[config.mk]
export PLATFORM = sky130hd
export DESIGN_NAME = mem_arbiter_flat
export DESIGN_NICKNAME = d
export VERILOG_FILES = /design/src/rtl/mem_arbiter_if.sv /design/src/rtl/mem_arbiter.sv /design/src/flat_wrapper.sv
export SDC_FILE = /design/constraint.sdc
export NUM_CORES = 1
export LEC_CHECK = 0
export BUFFER_PORTS_ARGS = -buffer_cell sky130_fd_sc_hd__buf_2
export CAP_MARGIN = 20
export CORE_MARGIN = 4
export CORE_UTILIZATION = 50
export CTS_CLUSTER_SIZE = 12
export DETAILED_ROUTE_END_ITERATION = 10
export PLACE_DENSITY = 0.86
export SLEW_MARGIN = 0
export SYNTH_ARGS = -nofsm -noshare
export SYNTH_HDL_FRONTEND = slang
export SYNTH_SLANG_ARGS = --single-unit
[constraint.sdc]
create_clock -name clk -period 7.2 [get_ports clk]
set_input_delay 1.44 -clock clk [delete_from_list [all_inputs] [get_ports clk]]
set_output_delay 1.44 -clock clk [all_outputs]
set_load 0.02 [all_outputs]
[src/rtl/mem_arbiter_if.sv]
// Bus bundle for mem_arbiter: fetch port, load/store port and the shared memory port.
// The slave modport is the arbiter's view; master is the surrounding system's view.
interface mem_arbiter_if #(
    parameter int ADDR_WIDTH = 32,
    parameter int DATA_WIDTH = 32
);
    localparam int STRB_WIDTH = DATA_WIDTH / 8;

    logic                  i_req;
    logic [ADDR_WIDTH-1:0] i_addr;
    logic                  i_ack;
    logic [DATA_WIDTH-1:0] i_rdata;

    logic                  d_req;
    logic                  d_we;
    logic [ADDR_WIDTH-1:0] d_addr;
    logic [DATA_WIDTH-1:0] d_wdata;
    logic [STRB_WIDTH-1:0] d_wstrb;
    logic                  d_ack;
    logic [DATA_WIDTH-1:0] d_rdata;

    logic                  mem_req;
    logic                  mem_we;
    logic [ADDR_WIDTH-1:0] mem_addr;
    logic [DATA_WIDTH-1:0] mem_wdata;
    logic [STRB_WIDTH-1:0] mem_wstrb;
    logic                  mem_ready;
    logic [DATA_WIDTH-1:0] mem_rdata;

    modport slave (
        input  i_req, i_addr,
        input  d_req, d_we, d_addr, d_wdata, d_wstrb,
        input  mem_ready, mem_rdata,
        output i_ack, i_rdata, d_ack, d_rdata,
        output mem_req, mem_we, mem_addr, mem_wdata, mem_wstrb
    );

    modport master (
        output i_req, i_addr,
        output d_req, d_we, d_addr, d_wdata, d_wstrb,
        output mem_ready, mem_rdata,
        input  i_ack, i_rdata, d_ack, d_rdata,
        input  mem_req, mem_we, mem_addr, mem_wdata, mem_wstrb
    );
endinterface

[src/rtl/mem_arbiter.sv]
// Two-requester (fetch / load-store) arbiter in front of a single-port memory.
// Define MEM_ARBITER_ROUND_ROBIN_EN to alternate simultaneous requests; default is data-over-fetch priority.
module mem_arbiter #(
    parameter int ADDR_WIDTH = 32,
    parameter int DATA_WIDTH = 32
) (
    input  logic            clk,
    input  logic            reset,
    mem_arbiter_if.slave    bus
);
    localparam int STRB_WIDTH = DATA_WIDTH / 8;

    localparam logic [1:0] IDLE    = 2'd0;
    localparam logic [1:0] GRANT_I = 2'd1;
    localparam logic [1:0] GRANT_D = 2'd2;
    localparam logic [1:0] DONE    = 2'd3;

    logic [1:0]            state_reg;
    logic                  i_ack_reg;
    logic                  d_ack_reg;
    logic [DATA_WIDTH-1:0] i_rdata_reg;
    logic [DATA_WIDTH-1:0] d_rdata_reg;
    logic                  mem_req_reg;
    logic                  mem_we_reg;
    logic [ADDR_WIDTH-1:0] mem_addr_reg;
    logic [DATA_WIDTH-1:0] mem_wdata_reg;
    logic [STRB_WIDTH-1:0] mem_wstrb_reg;
    logic                  pick_d;

`ifdef MEM_ARBITER_ROUND_ROBIN_EN
    // 1 = load/store was granted last, 0 = fetch was granted last
    logic last_d_reg;

    always_comb begin
        pick_d = bus.d_req && (!bus.i_req || !last_d_reg);
    end

    always_ff @(posedge clk or posedge reset) begin
        if (reset) begin
            last_d_reg <= 1'b0;
        end else if (state_reg == IDLE && (bus.i_req || bus.d_req)) begin
            last_d_reg <= pick_d;
        end
    end
`else
    always_comb begin
        pick_d = bus.d_req;
    end
`endif

    always_ff @(posedge clk or posedge reset) begin
        if (reset) begin
            state_reg     <= IDLE;
            i_ack_reg     <= 1'b0;
            d_ack_reg     <= 1'b0;
            i_rdata_reg   <= '0;
            d_rdata_reg   <= '0;
            mem_req_reg   <= 1'b0;
            mem_we_reg    <= 1'b0;
            mem_addr_reg  <= '0;
            mem_wdata_reg <= '0;
            mem_wstrb_reg <= '0;
        end else begin
            case (state_reg)
                IDLE: begin
                    if (bus.i_req || bus.d_req) begin
                        mem_req_reg <= 1'b1;
                        if (pick_d) begin
                            state_reg     <= GRANT_D;
                            mem_we_reg    <= bus.d_we;
                            mem_addr_reg  <= bus.d_addr;
                            mem_wdata_reg <= bus.d_wdata;
                            mem_wstrb_reg <= bus.d_wstrb;
                        end else begin
                            state_reg     <= GRANT_I;
                            mem_we_reg    <= 1'b0;
                            mem_addr_reg  <= bus.i_addr;
                            mem_wdata_reg <= '0;
                            mem_wstrb_reg <= '0;
                        end
                    end
                end
                GRANT_I, GRANT_D: begin
                    // mem_req is always high here, so mem_ready is only honoured mid-request
                    if (bus.mem_ready) begin
                        state_reg   <= DONE;
                        mem_req_reg <= 1'b0;
                        if (state_reg == GRANT_I) begin
                            i_rdata_reg <= bus.mem_rdata;
                            i_ack_reg   <= 1'b1;
                        end else begin
                            d_rdata_reg <= bus.mem_rdata;
                            d_ack_reg   <= 1'b1;
                        end
                    end
                end
                default: begin
                    // DONE ignores requests so a req still high during its ack is not re-granted
                    state_reg <= IDLE;
                    i_ack_reg <= 1'b0;
                    d_ack_reg <= 1'b0;
                end
            endcase
        end
    end

    assign bus.i_ack     = i_ack_reg;
    assign bus.i_rdata   = i_rdata_reg;
    assign bus.d_ack     = d_ack_reg;
    assign bus.d_rdata   = d_rdata_reg;
    assign bus.mem_req   = mem_req_reg;
    assign bus.mem_we    = mem_we_reg;
    assign bus.mem_addr  = mem_addr_reg;
    assign bus.mem_wdata = mem_wdata_reg;
    assign bus.mem_wstrb = mem_wstrb_reg;
endmodule
[src/flat_wrapper.sv]
// flat-port wrapper written by rule: the top's interface ports become plain ports
module mem_arbiter_flat 
#(
    parameter int ADDR_WIDTH = 32,
    parameter int DATA_WIDTH = 32
)
  (clk, reset, bus_i_req, bus_i_addr, bus_d_req, bus_d_we, bus_d_addr, bus_d_wdata, bus_d_wstrb, bus_mem_ready, bus_mem_rdata, bus_i_ack, bus_i_rdata, bus_d_ack, bus_d_rdata, bus_mem_req, bus_mem_we, bus_mem_addr, bus_mem_wdata, bus_mem_wstrb);
  mem_arbiter_if #(.ADDR_WIDTH(ADDR_WIDTH), .DATA_WIDTH(DATA_WIDTH)) bus_i ();
  input  logic clk;
  input  logic reset;
  input wire logic [$bits(bus_i.i_req)-1:0] bus_i_req;
  input wire logic [$bits(bus_i.i_addr)-1:0] bus_i_addr;
  input wire logic [$bits(bus_i.d_req)-1:0] bus_d_req;
  input wire logic [$bits(bus_i.d_we)-1:0] bus_d_we;
  input wire logic [$bits(bus_i.d_addr)-1:0] bus_d_addr;
  input wire logic [$bits(bus_i.d_wdata)-1:0] bus_d_wdata;
  input wire logic [$bits(bus_i.d_wstrb)-1:0] bus_d_wstrb;
  input wire logic [$bits(bus_i.mem_ready)-1:0] bus_mem_ready;
  input wire logic [$bits(bus_i.mem_rdata)-1:0] bus_mem_rdata;
  output wire logic [$bits(bus_i.i_ack)-1:0] bus_i_ack;
  output wire logic [$bits(bus_i.i_rdata)-1:0] bus_i_rdata;
  output wire logic [$bits(bus_i.d_ack)-1:0] bus_d_ack;
  output wire logic [$bits(bus_i.d_rdata)-1:0] bus_d_rdata;
  output wire logic [$bits(bus_i.mem_req)-1:0] bus_mem_req;
  output wire logic [$bits(bus_i.mem_we)-1:0] bus_mem_we;
  output wire logic [$bits(bus_i.mem_addr)-1:0] bus_mem_addr;
  output wire logic [$bits(bus_i.mem_wdata)-1:0] bus_mem_wdata;
  output wire logic [$bits(bus_i.mem_wstrb)-1:0] bus_mem_wstrb;
  assign bus_i.i_req = bus_i_req;
  assign bus_i.i_addr = bus_i_addr;
  assign bus_i.d_req = bus_d_req;
  assign bus_i.d_we = bus_d_we;
  assign bus_i.d_addr = bus_d_addr;
  assign bus_i.d_wdata = bus_d_wdata;
  assign bus_i.d_wstrb = bus_d_wstrb;
  assign bus_i.mem_ready = bus_mem_ready;
  assign bus_i.mem_rdata = bus_mem_rdata;
  assign bus_i_ack = bus_i.i_ack;
  assign bus_i_rdata = bus_i.i_rdata;
  assign bus_d_ack = bus_i.d_ack;
  assign bus_d_rdata = bus_i.d_rdata;
  assign bus_mem_req = bus_i.mem_req;
  assign bus_mem_we = bus_i.mem_we;
  assign bus_mem_addr = bus_i.mem_addr;
  assign bus_mem_wdata = bus_i.mem_wdata;
  assign bus_mem_wstrb = bus_i.mem_wstrb;
  mem_arbiter #(.ADDR_WIDTH(ADDR_WIDTH), .DATA_WIDTH(DATA_WIDTH)) u_core (.clk(clk), .reset(reset), .bus(bus_i));
endmodule
==> summary.txt <==
Run status
  – Status: completed

Logic synthesis
  – Netlist Area Pre-Place: 5740 um^2
  – Seq/Total Area, Yosys: 60.2%
  – Netlist cell types: 23
  – Seq cells post-synth: 138
  – Net Count, Synth: 536
  – YS warnings: 0
  – Cells after Synth: 393
  – Syn Area/Cell: 14.6 um^2

Floorplan
  – Rows: 38
  – Placeable Area: 11000 um^2
  – IO Pins: 274
  – Die area: 13300 um^2
  – Starting Density: 52.0%
  – Die H: 115 um
  – Die width: 115 um

CTS
  – Total CTS buffers: 17
  – Worst-path clk slew: 0.06 ns
  – Cts hold-fix bufs: 0
  – CTS root buf: clkbuf_16
  – Sink Count: 138
  – PostCTS Resize Cnt: 0
  – # Post-CTS Setup Buffers: 0
  – CTS Buffer Depth: 2
  – CTS tree: yes
  – Worst-Skew Late Latency: 0.41 ns
  – H-tree levels: 4

GRT
  – Global route total overflow: 0
  – Vias in the first global route: 4425
  – Initial antenna violation count: 0
  – Largest net degree at the start of global routing: 93
  – All-Layer GR Usage: 22.2%
  – First-pass GRT wire length: 22600 um

Pwr
  – PwrDens: 521 nW/um^2
  – Total power: 4.03 mW
  – P_leak: 4.27 nW
  – IR drop worst, VDD: 356 uV

Drt
  – DRC viols: 0
  – Vias/cell: 5.12
  – DRT antenna net count: 0
  – Iter 0 DRT Violations: 276
  – Drt wl/cell: 17.7 um
  – Via Count: 4180
  – DRT Pass-1 Iters: 4
  – WL final: 14400 um

Min path
  – Worst hold stages: 2
  – Worst min-delay path category: flop to flop

Finish
  – Layout area overhead: 34.8%
  – Antenna fix cells: 0
  – Commonest non-fill, non-tap cells in the layout: buf_2 (273), dfrtp_1 (138), mux2_4 (60)
  – Finished Layout Cells: 816
  – Final net count: 806
  – Most common cell after layout, fill and taps aside: buf_2
  – Share of layout cells above drive strength 1: 55.0%
  – Post-route cell area: 7730 um^2
  – Filler cell count: 762

Setup path
  – Slowest stage delay, CP: 0.66 ns
  – Critical path peak fanout: 92
  – CP delay by family, top: buffers and inverters
  – Critical-path top delay cell: buf_4
  – CP Cell Sequence: buf_2 -> buf_4 -> o21ai_4 -> buf_4 -> o21ai_0
  – CP dominant cell by count: buf_4
  – Crit path arrival time: 3.16 ns
  – CP startpoint kind: input port
  – Req. time, crit path: 7.45 ns
  – Setup crit end kind: flop
  – R2R cell count: 4
  – Crit path depth: 5
  – Worst path bufs/invs: 3
  – Critical path type: input port to flop

STA
  – Worst Hold Slack: 0.480 ns
  – Max transition margin: 42.2%
  – Minimum clock period: 2.91 ns
  – Final Max Slew Viols: 0
  – Setup TNS: 0 ns
  – Final period util: 40.4%
  – RSZ-0062 raised after global routing: no
  – Clock Skews: 0.00490 ns
  – Fin. Hold Viols: 0
  – Slew @ Worst Pin: 0.866 ns
  – Final number of setup-violating endpoints: 0
  – Max Freq: 0.344 GHz

Placed design
  – Cell Count Post-Placement: 784
  – Placer Congestion: 0.784
  – DPL Wire Length: 10600 um
  – Placed cell areas: 7150 um^2
  – # port buffers: 273

Job
  – Number of max-cap violations: 0
## logic make-up after synthesis
logic type / after synthesis / synth area share [%]
mux: 98 / 22.4
simple gates: 44 / 3.58
buf+inv: 30 / 3.29
flops: 138 / 60.2
fa+ha+maj: 5 / 1.09
compound gates: 78 / 9.46
## metrics by stage
| step | utilization, % | worst slack (ns) |
|---|---|---|
| 4_1_cts | 70.1 | 4.32 |
| 2_1_floorplan | - | 2.06 |
| 3_3_place_gp | 64.8 | 4.02 |
| 3_5_place_dp | 64.8 | 3.90 |
| 5_1_grt | 70.1 | 4.14 |
| 6_report | 70.1 | 4.29 |
## worst paths after layout
check	startpoint	end	slack (ns)
setup / recovery	bus_d_req	u_core.bus.mem_addr[6]	4.29
hold / removal	u_core.bus.mem_addr[1]	u_core.bus.mem_addr[1]	0.48
setup reg to reg	u_core.state_reg[0]	u_core.bus.i_rdata[18]	5.01
hold reg to reg	u_core.bus.mem_addr[1]	u_core.bus.mem_addr[1]	0.48
max in group asynchronous	reset	u_core.bus.mem_addr[2]	4.77
min in group asynchronous	reset	u_core.bus.i_rdata[10]	1.12
## where the power goes
group          total, mW  internal [mW]  leakage, nW  switching [mW]
clock              0.854          0.546        0.285           0.307
combinational       1.81          0.796         2.30            1.01
sequential          1.37           1.16         1.69           0.214
## cell usage after synthesis
| library cell | instances | area [um^2] |
|---|---|---|
| nor2b_1 | 2 | 12.5 |
| nand2_1 | 32 | 120 |
| a21boi_0 | 1 | 7.51 |
| buf_4 | 4 | 30.0 |
| ha_1 | 5 | 62.6 |
| mux2i_1 | 34 | 340 |
| and2_1 | 1 | 6.26 |
| o21ai_0 | 32 | 160 |
| nor2_1 | 5 | 18.8 |
| nand3b_4 | 1 | 20.0 |
| clkbuf_1 | 3 | 11.3 |
| inv_1 | 4 | 15.0 |
| mux2_4 | 60 | 901 |
| a21oi_1 | 4 | 20.0 |
| a22o_1 | 37 | 324 |
| nand3_4 | 1 | 17.5 |
| nor3_1 | 2 | 10.0 |
| mux2_2 | 4 | 45.0 |
| o21bai_1 | 3 | 22.5 |
| o21ai_2 | 1 | 8.76 |
| dfrtp_1 | 138 | 3450 |
| buf_2 | 13 | 65.1 |
| buf_6 | 6 | 67.6 |
## tightest hold or removal path: cells and delay by family (launching register included)
kind | cells | cell delay, ns
DFF | 1 | 0.34
AOI/OAI and AO/OA | 1 | 0.06
and+or+nand+nor | 1 | 0.05
## layer usage
layer  track usage [%]  routed length, um  part of all wire [%]
met5                 0                  0                     0
met4              7.51                168                   1.2
met3              6.89               1260                   8.7
met2              37.7               7390                    51
met1              26.8               5600                    39
## cell type report
type	count	area [um^2]	share of cell area (%)
clock buffers	26	499	6.45
clock inverters	6	86.3	1.12
flip-flops and latches	138	3450	44.6
well taps	140	175	2.26
inverters	4	20.0	0.259
repair buffers	277	1400	18.1
multi-input cells	225	2100	27.2
(Power assumes the default switching activity.)
